### src/rtl/read_iq.sv
// -----------------------------------------------------------------------------
// read_iq
//
// Purpose:
//   Pulls a little-endian byte stream from an upstream first-word-fall-through
//   FIFO. Four consecutive bytes (I_lo, I_hi, Q_lo, Q_hi) form one I/Q pair of
//   16-bit two's-complement raw samples. Each raw sample is sign-extended to
//   DATA_WIDTH and shifted left by BITS, with the bits shifted out discarded
//   and no saturation. The pair is then written to two downstream FIFOs with a
//   single joint write strobe.
//
// Optional feature:
//   READ_IQ_SAMPLE_COUNT_EN - when defined, sample_count counts written I/Q
//   pairs and wraps from 0xFFFFFFFF to 0. When undefined, sample_count is tied
//   to 0 and no counter is built.
//
// Ports:
//   clock        in   rising-edge clock
//   reset        in   synchronous, active-high reset
//   in_empty     in   upstream byte FIFO empty flag
//   in_rd_en     out  pop request to the upstream FIFO (combinational)
//   in_dout      in   head byte of the upstream FIFO [BYTE_WIDTH]
//   I_out_full   in   downstream I FIFO full flag
//   Q_out_full   in   downstream Q FIFO full flag
//   I_out_wr_en  out  I FIFO write strobe (always paired with Q_out_wr_en)
//   Q_out_wr_en  out  Q FIFO write strobe (always paired with I_out_wr_en)
//   I_din        out  quantized I sample, registered [DATA_WIDTH]
//   Q_din        out  quantized Q sample, registered [DATA_WIDTH]
//   sample_count out  number of I/Q pairs written [32]
//
// Assumes DATA_WIDTH > 16 and BYTE_WIDTH == 8 (two bytes per raw sample).
// -----------------------------------------------------------------------------
module read_iq #(
    parameter int DATA_WIDTH = 32,
    parameter int BYTE_WIDTH = 8,
    parameter int BITS       = 10
) (
    input  logic                  clock,
    input  logic                  reset,
    input  logic                  in_empty,
    output logic                  in_rd_en,
    input  logic [BYTE_WIDTH-1:0] in_dout,
    input  logic                  I_out_full,
    input  logic                  Q_out_full,
    output logic                  I_out_wr_en,
    output logic                  Q_out_wr_en,
    output logic [DATA_WIDTH-1:0] I_din,
    output logic [DATA_WIDTH-1:0] Q_din,
    output logic [31:0]           sample_count
);

    typedef enum logic [2:0] {
        S_I_LO  = 3'd0,
        S_I_HI  = 3'd1,
        S_Q_LO  = 3'd2,
        S_Q_HI  = 3'd3,
        S_WRITE = 3'd4
    } state_t;

    // Sign-extend a 16-bit raw sample to DATA_WIDTH and shift left by BITS.
    // Bits pushed past the MSB are simply lost (wrap, no saturation).
    function automatic logic [DATA_WIDTH-1:0] quantize(input logic [15:0] raw);
        logic [DATA_WIDTH-1:0] ext;
        ext = {{(DATA_WIDTH-16){raw[15]}}, raw};
        return ext << BITS;
    endfunction

    state_t                state_q;
    state_t                state_d;
    logic [BYTE_WIDTH-1:0] i_lo_q;
    logic [BYTE_WIDTH-1:0] i_lo_d;
    logic [BYTE_WIDTH-1:0] i_hi_q;
    logic [BYTE_WIDTH-1:0] i_hi_d;
    logic [BYTE_WIDTH-1:0] q_lo_q;
    logic [BYTE_WIDTH-1:0] q_lo_d;
    logic [DATA_WIDTH-1:0] i_din_q;
    logic [DATA_WIDTH-1:0] i_din_d;
    logic [DATA_WIDTH-1:0] q_din_q;
    logic [DATA_WIDTH-1:0] q_din_d;

    logic                  byte_state_s;
    logic                  pop_s;
    logic                  write_s;

    // Pop / write qualifiers. Reset masks both so no handshake fires while the
    // block is being cleared; S_WRITE is excluded from popping so pops and
    // writes never share a cycle.
    always_comb begin
        byte_state_s = 1'b0;
        case (state_q)
            S_I_LO, S_I_HI, S_Q_LO, S_Q_HI: byte_state_s = 1'b1;
            S_WRITE:                        byte_state_s = 1'b0;
            default:                        byte_state_s = 1'b0;
        endcase
        pop_s   = byte_state_s && !in_empty && !reset;
        write_s = (state_q == S_WRITE) && !I_out_full && !Q_out_full && !reset;
    end

    // FSM: state register.
    always_ff @(posedge clock) begin
        if (reset) begin
            state_q <= S_I_LO;
        end else begin
            state_q <= state_d;
        end
    end

    // FSM: next-state logic. Byte states advance only on a pop; S_WRITE waits
    // for both downstream FIFOs to have room.
    always_comb begin
        state_d = state_q;
        case (state_q)
            S_I_LO: begin
                if (pop_s) state_d = S_I_HI;
                else       state_d = S_I_LO;
            end
            S_I_HI: begin
                if (pop_s) state_d = S_Q_LO;
                else       state_d = S_I_HI;
            end
            S_Q_LO: begin
                if (pop_s) state_d = S_Q_HI;
                else       state_d = S_Q_LO;
            end
            S_Q_HI: begin
                if (pop_s) state_d = S_WRITE;
                else       state_d = S_Q_HI;
            end
            S_WRITE: begin
                if (write_s) state_d = S_I_LO;
                else         state_d = S_WRITE;
            end
            default: state_d = S_I_LO;
        endcase
    end

    // FSM: outputs. Strobes are combinational so the write lands in the very
    // cycle after the Q_hi pop edge.
    always_comb begin
        in_rd_en    = pop_s;
        I_out_wr_en = write_s;
        Q_out_wr_en = write_s;
    end

    // Byte capture and sample assembly. The Q_hi byte is taken straight from
    // in_dout on its pop edge, so both quantized outputs are registered in the
    // same edge that enters S_WRITE and stay put until the next pair completes.
    always_comb begin
        i_lo_d  = i_lo_q;
        i_hi_d  = i_hi_q;
        q_lo_d  = q_lo_q;
        i_din_d = i_din_q;
        q_din_d = q_din_q;
        case (state_q)
            S_I_LO: begin
                if (pop_s) i_lo_d = in_dout;
                else       i_lo_d = i_lo_q;
            end
            S_I_HI: begin
                if (pop_s) i_hi_d = in_dout;
                else       i_hi_d = i_hi_q;
            end
            S_Q_LO: begin
                if (pop_s) q_lo_d = in_dout;
                else       q_lo_d = q_lo_q;
            end
            S_Q_HI: begin
                if (pop_s) begin
                    i_din_d = quantize({i_hi_q[7:0], i_lo_q[7:0]});
                    q_din_d = quantize({in_dout[7:0], q_lo_q[7:0]});
                end else begin
                    i_din_d = i_din_q;
                    q_din_d = q_din_q;
                end
            end
            S_WRITE: begin
                i_din_d = i_din_q;
                q_din_d = q_din_q;
            end
            default: begin
                i_din_d = i_din_q;
                q_din_d = q_din_q;
            end
        endcase
    end

    // Data registers; reset discards any partially assembled pair.
    always_ff @(posedge clock) begin
        if (reset) begin
            i_lo_q  <= {BYTE_WIDTH{1'b0}};
            i_hi_q  <= {BYTE_WIDTH{1'b0}};
            q_lo_q  <= {BYTE_WIDTH{1'b0}};
            i_din_q <= {DATA_WIDTH{1'b0}};
            q_din_q <= {DATA_WIDTH{1'b0}};
        end else begin
            i_lo_q  <= i_lo_d;
            i_hi_q  <= i_hi_d;
            q_lo_q  <= q_lo_d;
            i_din_q <= i_din_d;
            q_din_q <= q_din_d;
        end
    end

    assign I_din = i_din_q;
    assign Q_din = q_din_q;

`ifdef READ_IQ_SAMPLE_COUNT_EN
    logic [31:0] count_q;
    logic [31:0] count_d;

    // Written-pair counter; natural 32-bit wrap.
    always_comb begin
        if (write_s) count_d = count_q + 32'd1;
        else         count_d = count_q;
    end

    // Counter register.
    always_ff @(posedge clock) begin
        if (reset) begin
            count_q <= 32'd0;
        end else begin
            count_q <= count_d;
        end
    end

    assign sample_count = count_q;
`else
    assign sample_count = 32'd0;
`endif

endmodule

### config.mk
export PLATFORM = sky130hd
export DESIGN_NAME = read_iq
export DESIGN_NICKNAME = d
export VERILOG_FILES = /design/src/rtl/read_iq.sv
export SDC_FILE = /design/constraint.sdc
export NUM_CORES = 1
export LEC_CHECK = 0
export CAP_MARGIN = 10
export CORE_ASPECT_RATIO = 1.1
export CORE_MARGIN = 2
export CORE_UTILIZATION = 41
export CTS_BUF_LIST = sky130_fd_sc_hd__clkbuf_2 sky130_fd_sc_hd__clkbuf_4 sky130_fd_sc_hd__clkbuf_8
export CTS_CLUSTER_SIZE = 40
export DETAILED_ROUTE_END_ITERATION = 6
export PLACE_DENSITY_LB_ADDON = 0.1
export SLEW_MARGIN = 20
export SYNTH_ARGS = -nofsm -noshare
export SYNTH_HDL_FRONTEND = slang
export SYNTH_SLANG_ARGS = --single-unit
### constraint.sdc
create_clock -name clock -period 1.6 [get_ports clock]
set_clock_uncertainty 0.2 [all_clocks]
set_input_delay 0.24 -clock clock [delete_from_list [all_inputs] [get_ports clock]]
set_output_delay 0.24 -clock clock [all_outputs]
set_load 0.05 [all_outputs]
Yosys cells after proc, flatten, opt, wreduce, memory -nomap -nowiden --
Cells that the tools add are included.
Storage, ports and cells: register bits 59, bits of input ports 13, output and inout port bits 99, word-level logic and storage cells 32
Cells by class: equal/unequal tests 4, mux-type cells 7, reduce and logical (&&, ||, !) cells 15
Operators with widths (number):
- 3-bit case mux with 5 select lines | 1
- 2-bit AND reduction | 4
- 3-bit by 2-bit equality test with 1-bit output (second input constant) | 2
- 3-bit two-way mux | 2
- 1-bit logical AND | 5
- 1-bit logical NOT | 4
- 4-bit OR reduction | 1
- 3-bit by 1-bit equality test with 1-bit output (second input constant) | 1
- 3-bit equality test (second input constant) | 1
- 3-bit logical NOT | 1
- 1-bit two-way mux | 3
- 2-bit two-way mux | 1

Longest topological paths before layout --
Gate-level depths: netlist of run 1.
depth in word-level cells 7, gate-level depth with buffers 5, gate-level depth less buffers 3

Least setup slack after synthesis of run 1 --
Ideal clock, no wire load.
path type register to output, from register state_q[1], to output port Q_out_wr_en, data arrival time 2646 ps, data required time 1160 ps, path slack -1486 ps, cell stages (with the launch flop) 6, buffers on the path 2, cells stage by stage dfxtp_1 > clkbuf_1 > nor2_1 > nand2_1 > nor4_1 > buf_4
On the way: longest elaborated chain between the ends 4
RTL lines:
- from (decl) | RTL line 68 | state_t state_q;
- from (signal assigned) | RTL line 104 | state_q <= state_d;
- 3-bit equality test | RTL line 96 | write_s = (state_q == S_WRITE) && !I_out_full && !Q_out_full && !reset;
- 1-bit logical AND (3 in series) | RTL line 96
- to (decl) | RTL line 46 | output logic Q_out_wr_en,
Every way passes these cells.

Final worst setup path of run 1 --
from register state_q[0], to register q_din_q[10] (netlist: Q_din[10])
On the way: longest elaborated chain between the ends 6
RTL lines:
- 3-bit by 2-bit equality test with 1-bit output, or another cell as far along | RTL line 90, 154
- 4-bit OR reduction | RTL line 90 | case (state_q)
- 1-bit two-way mux | RTL line 90
- 1-bit logical AND (2 in series) | RTL line 95 | pop_s = byte_state_s && !in_empty && !reset;
- 2-bit AND reduction (no line) (*)
- to (signal assigned) | RTL line 194 | q_din_q <= {DATA_WIDTH{1'b0}};
- to (signal assigned) | RTL line 200 | q_din_q <= q_din_d;
- to (decl) | RTL line 78 | logic [DATA_WIDTH-1:0] q_din_q;
Every way passes the cells marked *; elsewhere a longest branch is shown, timed or not. A chain may end at the register's enable or synchronous reset.

==> impl_metrics.yaml, run 1 <==
synth:
  synth_seq_area_share_pct: 41.9
  avgSynthCellArea_um2: 8.61
  synthArstFlopShare_pct: 0
  synth_top_area_cell: "dfxtp_1"
  netlist_top_cells_count: "buf_4, dfxtp_1, a21oi_1"
  synth_edf_count: 0
  netlist_area_um2: 2820
  synth_cell_type_count: 23
  yosys-top-cells-area: "dfxtp_1, buf_4, a21oi_1"
  synth_flop_cell: "dfxtp_1"
  synth_seq_cells: 59
  yosys_warnings: 0
  synth_top_area_share_pct: 41.9
  synth_most_common_cell: "buf_4"
  syn_inst: 327
sta:
  rsz0062_at_grt: "yes"
  relSlewSlack_pct: 60.8
  setup_viol: 43
  drv_slew: 0
  min_period_ns: 1.85
  timing.final.ws_setup_ns: -0.247
  worstMarginPinSlew_ns: 0.587
  fmax_mhz: 541
  finalCritPeriodShare_pct: 115
  hold_viol_final: 0
  setup_tns_ns: -6.79
routing:
  ant_nets: 0
  drt-wirelength-per-cell_um: 15.0
  firstDrtPassIters: 4
  routed_wl_mm: 7.24
  drt_first_iter_violations: 171
  drc: 0
  routed-via-count: 2404
  vias_per_cell: 4.99
placement:
  post-place-ws_ns: -0.357
  gp_congestion: 0.807
  dp_hpwl_mm: 4.02
  place_inst: 448
  io_buffers: 59
cts:
  clockBufferDepth: 2
  cts.sinks: 59
  path_clk_slew_ns: 0.07
  cts_htree_levels: 3
  numCtsBuffers: 9
  cts-root-buf: "clkbuf_8"
  worstSkewPairLatency_ns: 0.34
  tritoncts: "yes"
pwr:
  vdd_drop_max_mv: 0.643
  leakagePower_uw: 0.00179
  p_per_area_nw_per_um2: 804
  p_total_uw: 3680
die:
  core_area_um2: 6630
  die_w_um: 83.0
  num_rows: 31
  fp.dieH_um: 90.9
  ioPinCount: 112
  initial_core_util_pct: 42.5
  die_area_um2: 7550
worst_setup_path:
  start_kind: "flop"
  crit_type: "reg -> reg"
  crit_fanout: 5
  arrival_ns: 1.85
  cp-end-kind: "flop"
  worstPathRequired_ns: 1.60
outcome:
  outcome: "finished, violations left"
  violations: "setup timing"
hold_path:
  min_path_type: "in -> reg"
finish:
  fillers: 469
  drive_above_1_share_pct: 43.8
  utilization_pct: 69.0
  syn2layout_area_growth_pct: 62.5
  final_cells: 482
  n_antenna_cell: 0
  final_nets: 409
grt:
  grt_pass1_wl_mm: 10.7
  grt_max_degree: 55
  grt_overflow: 0
  antenna_found_initial: 0
  grt.total_usage_pct: 18.0
  grt_pass1_vias: 2185
flow_run:
  maxCapViolations: 0
[placed cells by master (no fill, tap or decap), types with 10 or more instances in the layout]
cell type	count
mux2i_1	16
buf_6	16
clkdlybuf4s50_1	10
conb_1	52
nand3_1	19
o21ai_2	24
a21oi_2	15
nand2b_1	16
buf_12	47
buf_4	15
o21ai_1	12
dfxtp_1	56
a21oi_1	26
nand3_2	19
clkbuf_8	10
[registers in the layout (all words and copies together) (netlist names)]
name and count:
I_din 16, i_hi_q 8, q_lo_q 8, Q_din 16
state_q 3, i_lo_q 8
[routing by layer]
metal	vias up	part of all wire [%]	track usage, %	wire length [µm]
met5	-	0	0	0
met4	0	2.7	9.56	195
met3	14	5.0	4.30	364
met2	97	51	29.0	3660
met1	1154	42	22.2	3020
li1	1139	-	-	-
[worst max-delay path: stages, from the launching register on]
cell     delay, ns
dfxtp_4       0.37
buf_6         0.10
or4b_4        0.53
buf_6         0.17
buf_16        0.14
o21ai_2       0.12
a21oi_1       0.08
[per-stage QoR]
step                      instance area [µm²]  hold slack [ns]
after detailed placement                 3750            0.257
after floorplan                          3070            0.188
after CTS                                4280           0.0214
after global routing                     4580           0.0310
after global placement                   3750            0.250
final                                    4580           0.0260
[final timing paths]
path	from	endpoint	slack [ns]	depth (start not counted)
max	state_q[0]	Q_din[10]	-0.25	6
min	reset	state_q[2]	0.03	3
max reg2reg	state_q[0]	Q_din[10]	-0.25	6
min reg2reg	i_lo_q[5]	I_din[15]	0.26	2
[power breakdown]
part	switching (µW)	internal [µW]	total [µW]
clock network	586	904	1490
registers	25.7	1500	1530
logic	496	167	662
[cell families after synthesis]
kind of cell / after synthesis / share of synthesized area [%]
multiplexers: 16 / 5.69
other: 1 / 0.133
AO/OA/AOI/OAI: 82 / 14.7
XOR/XNOR: 1 / 0.311
flip-flops: 59 / 41.9
AND/OR/NAND/NOR: 69 / 13.9
buffers and inverters: 99 / 23.3
[what timing repair did]
item / in CTS / in global routing
setup endpoints to repair: 43 / 43
hold buffers: 0 / 0
cloned: 7 / 2
pin swaps: 9 / 18
resized for setup: 47 / 54
setup buffers: 8 / 3
[layout make-up]
class / instances / area (µm²) / share of cell area [%]
repair buffers: 97 / 1510 / 33.0
clock buffers: 10 / 138 / 3.01
flip-flops and latches: 59 / 1190 / 26.0
multi-input cells: 220 / 1530 / 33.3
well taps: 82 / 103 / 2.24
inverters: 9 / 33.8 / 0.738
clock inverters: 5 / 77.6 / 1.69
No activity file was read; power rests on OpenSTA's default activity.
==> run 2, diff against run 1 <==
--- a/config.mk
+++ b/config.mk
@@ -6,11 +6,11 @@
 export NUM_CORES = 1
 export LEC_CHECK = 0
 export CAP_MARGIN = 10
-export CORE_ASPECT_RATIO = 1.1
+export CORE_ASPECT_RATIO = 1.2
 export CORE_MARGIN = 2
-export CORE_UTILIZATION = 41
+export CORE_UTILIZATION = 45
 export CTS_BUF_LIST = sky130_fd_sc_hd__clkbuf_2 sky130_fd_sc_hd__clkbuf_4 sky130_fd_sc_hd__clkbuf_8
-export CTS_CLUSTER_SIZE = 40
+export CTS_CLUSTER_SIZE = 20
 export DETAILED_ROUTE_END_ITERATION = 6
 export PLACE_DENSITY_LB_ADDON = 0.1
 export SLEW_MARGIN = 20
==> constraint.sdc (replaced) <==
create_clock -name clock -period 1.8 [get_ports clock]
set_clock_uncertainty 0.2 [all_clocks]
set_input_delay 0.27 -clock clock [delete_from_list [all_inputs] [get_ports clock]]
set_output_delay 0.27 -clock clock [all_outputs]
set_load 0.05 [all_outputs]
==> run 2 against run 1 <==
Wire length fell by 17%. Highest routed layer unchanged. Worst hold slack improved by 0.14 ns. Core utilization fell by 9.1 points. Sequential share of layout area rose by 6.7 points. Largest power group unchanged. Non-clock buffer count fell by 18. Critical path depth fell by 2. First-iteration DRC count fell by 25%. The run now ends clean.
==> impl_metrics.yaml, run 2 (same netlist as run 1, synthesis figures left out) <==
sta:
  rsz0062_at_grt: "yes"
  fmax_mhz: 568
  min_period_ns: 1.76
  drv_slew: 0
  hold_ws_ns: 0.161
  setup_viol: 0
  hold_viol_final: 0
  finalCritPeriodShare_pct: 97.9
finish:
  final_nets: 391
  n_antenna_cell: 0
  fin_area_um2: 3630
  drive_above_1_share_pct: 24.9
  mostFrequentLayoutCell: "dfxtp_1"
  syn2layout_area_growth_pct: 28.8
  mostFrequentLayoutCells: "dfxtp_1, conb_1, buf_4"
worst_setup_path:
  crit_fanout: 2
  worstReg2RegEnd: "Q_din[19]"
  crit_type: "in -> out"
  rr_startpoint: "state_q[0]"
  reg2reg_slack_ns: 0.08
  worstPathRequired_ns: 1.33
  r2r_cells: 5
  cp-end-kind: "output pin"
  start_kind: "input pin"
  arrival_ns: 1.29
routing:
  firstDrtPassIters: 4
  routed-via-count: 2205
  drt-wirelength-per-cell_um: 13.0
  routed_wl_mm: 6.02
  vias_per_cell: 4.75
  drc: 0
  ant_nets: 0
  drt_first_iter_violations: 128
die:
  fp.dieH_um: 90.7
  core_area_um2: 6050
  num_rows: 31
  die_area_um2: 6910
  ioPinCount: 112
  die_w_um: 76.2
  initial_core_util_pct: 46.5
cts:
  cts.sinks: 59
  hold_buffers: 0
  tritoncts: "yes"
  cts-root-buf: "clkbuf_8"
  cts_htree_levels: 3
  worstSkewPairLatency_ns: 0.34
  clockBufferDepth: 2
  path_clk_slew_ns: 0.06
  numCtsBuffers: 9
grt:
  grt_pass1_wl_mm: 10.0
  antenna_found_initial: 0
  grt.total_usage_pct: 18.0
  grt_pass1_vias: 1987
  grt_overflow: 0
  grt_max_degree: 45
placement:
  dpl_cell_area_um2: 3340
  gp_congestion: 0.725
  dp_hpwl_mm: 3.96
  io_buffers: 59
hold_path:
  min_to: "state_q[2]"
  min_path_type: "in -> reg"
  min-delay-start: "Q_out_full"
  whs_path_depth: 3
pwr:
  p_per_area_nw_per_um2: 864
  vdd_drop_max_mv: 0.475
  leakagePower_uw: 0.00157
flow_run:
  maxCapViolations: 0
outcome:
  outcome: "finished, final reports clean"
==> run 2: power by group <==
group	total [µW]	internal [µW]	switching [µW]
logic	492	100	391
registers	1350	1340	17.0
clock network	1290	799	492
==> run 2: area by class of cell <==
type	instances	area, µm²
inverter	9	33.8
fill	549	2420
sequential	59	1190
timing repair buffer	79	860
clock inverter	1	30.0
tap	82	103
clock buffer	14	186
multi-input combinational	220	1230
==> run 2: worst max path at each step <==
stage	start	to	slack, ns	cells after the start
5_1_grt	state_q[2]	Q_din[13]	-0.02	6
3_3_place_gp	in_empty	I_din[16]	-0.17	6
6_report	I_out_full	Q_out_wr_en	0.04	4
3_5_place_dp	in_empty	I_din[15]	-0.19	6
2_1_floorplan	state_q[1]	Q_out_wr_en	-0.21	5
4_1_cts	state_q[1]	Q_out_wr_en	-0.09	5
==> run 2: worst max-delay path, stage by stage <==
cell and delay (ns):
clkdlybuf4s50_1 0.46, nor4_4 0.25, buf_4 0.17, buf_12 0.13
==> run 2: per-stage QoR <==
stage / setup slack, ns / util, % / power (µW) / TNS (ns) / instances
floorplan: -0.209 / - / 1860 / -2.51 / 378
global placement: -0.169 / 55.2 / 1860 / -6.69 / 445
detailed placement: -0.192 / 55.2 / 1860 / -8.06 / 445
CTS: -0.0924 / 59.4 / 3160 / -0.261 / 464
global route: -0.0244 / 59.9 / 3260 / -0.111 / 464
finish: 0.0385 / 59.9 / 3140 / 0 / 464
==> run 2: repair_timing <==
item / CTS / global route
gates cloned: 0 / 0
endpoints found under the setup margin: 3 / 10
pin swaps: 2 / 3
buffers inserted: 4 / 0
gates resized for setup: 5 / 8
==> run 2: per-layer routing <==
layer	track usage, %	vias up	routed length (µm)
met5	0	-	0
met4	7.73	0	116
met3	6.00	9	469
met2	26.8	101	2760
met1	23.8	1002	2680
li1	-	1093	-
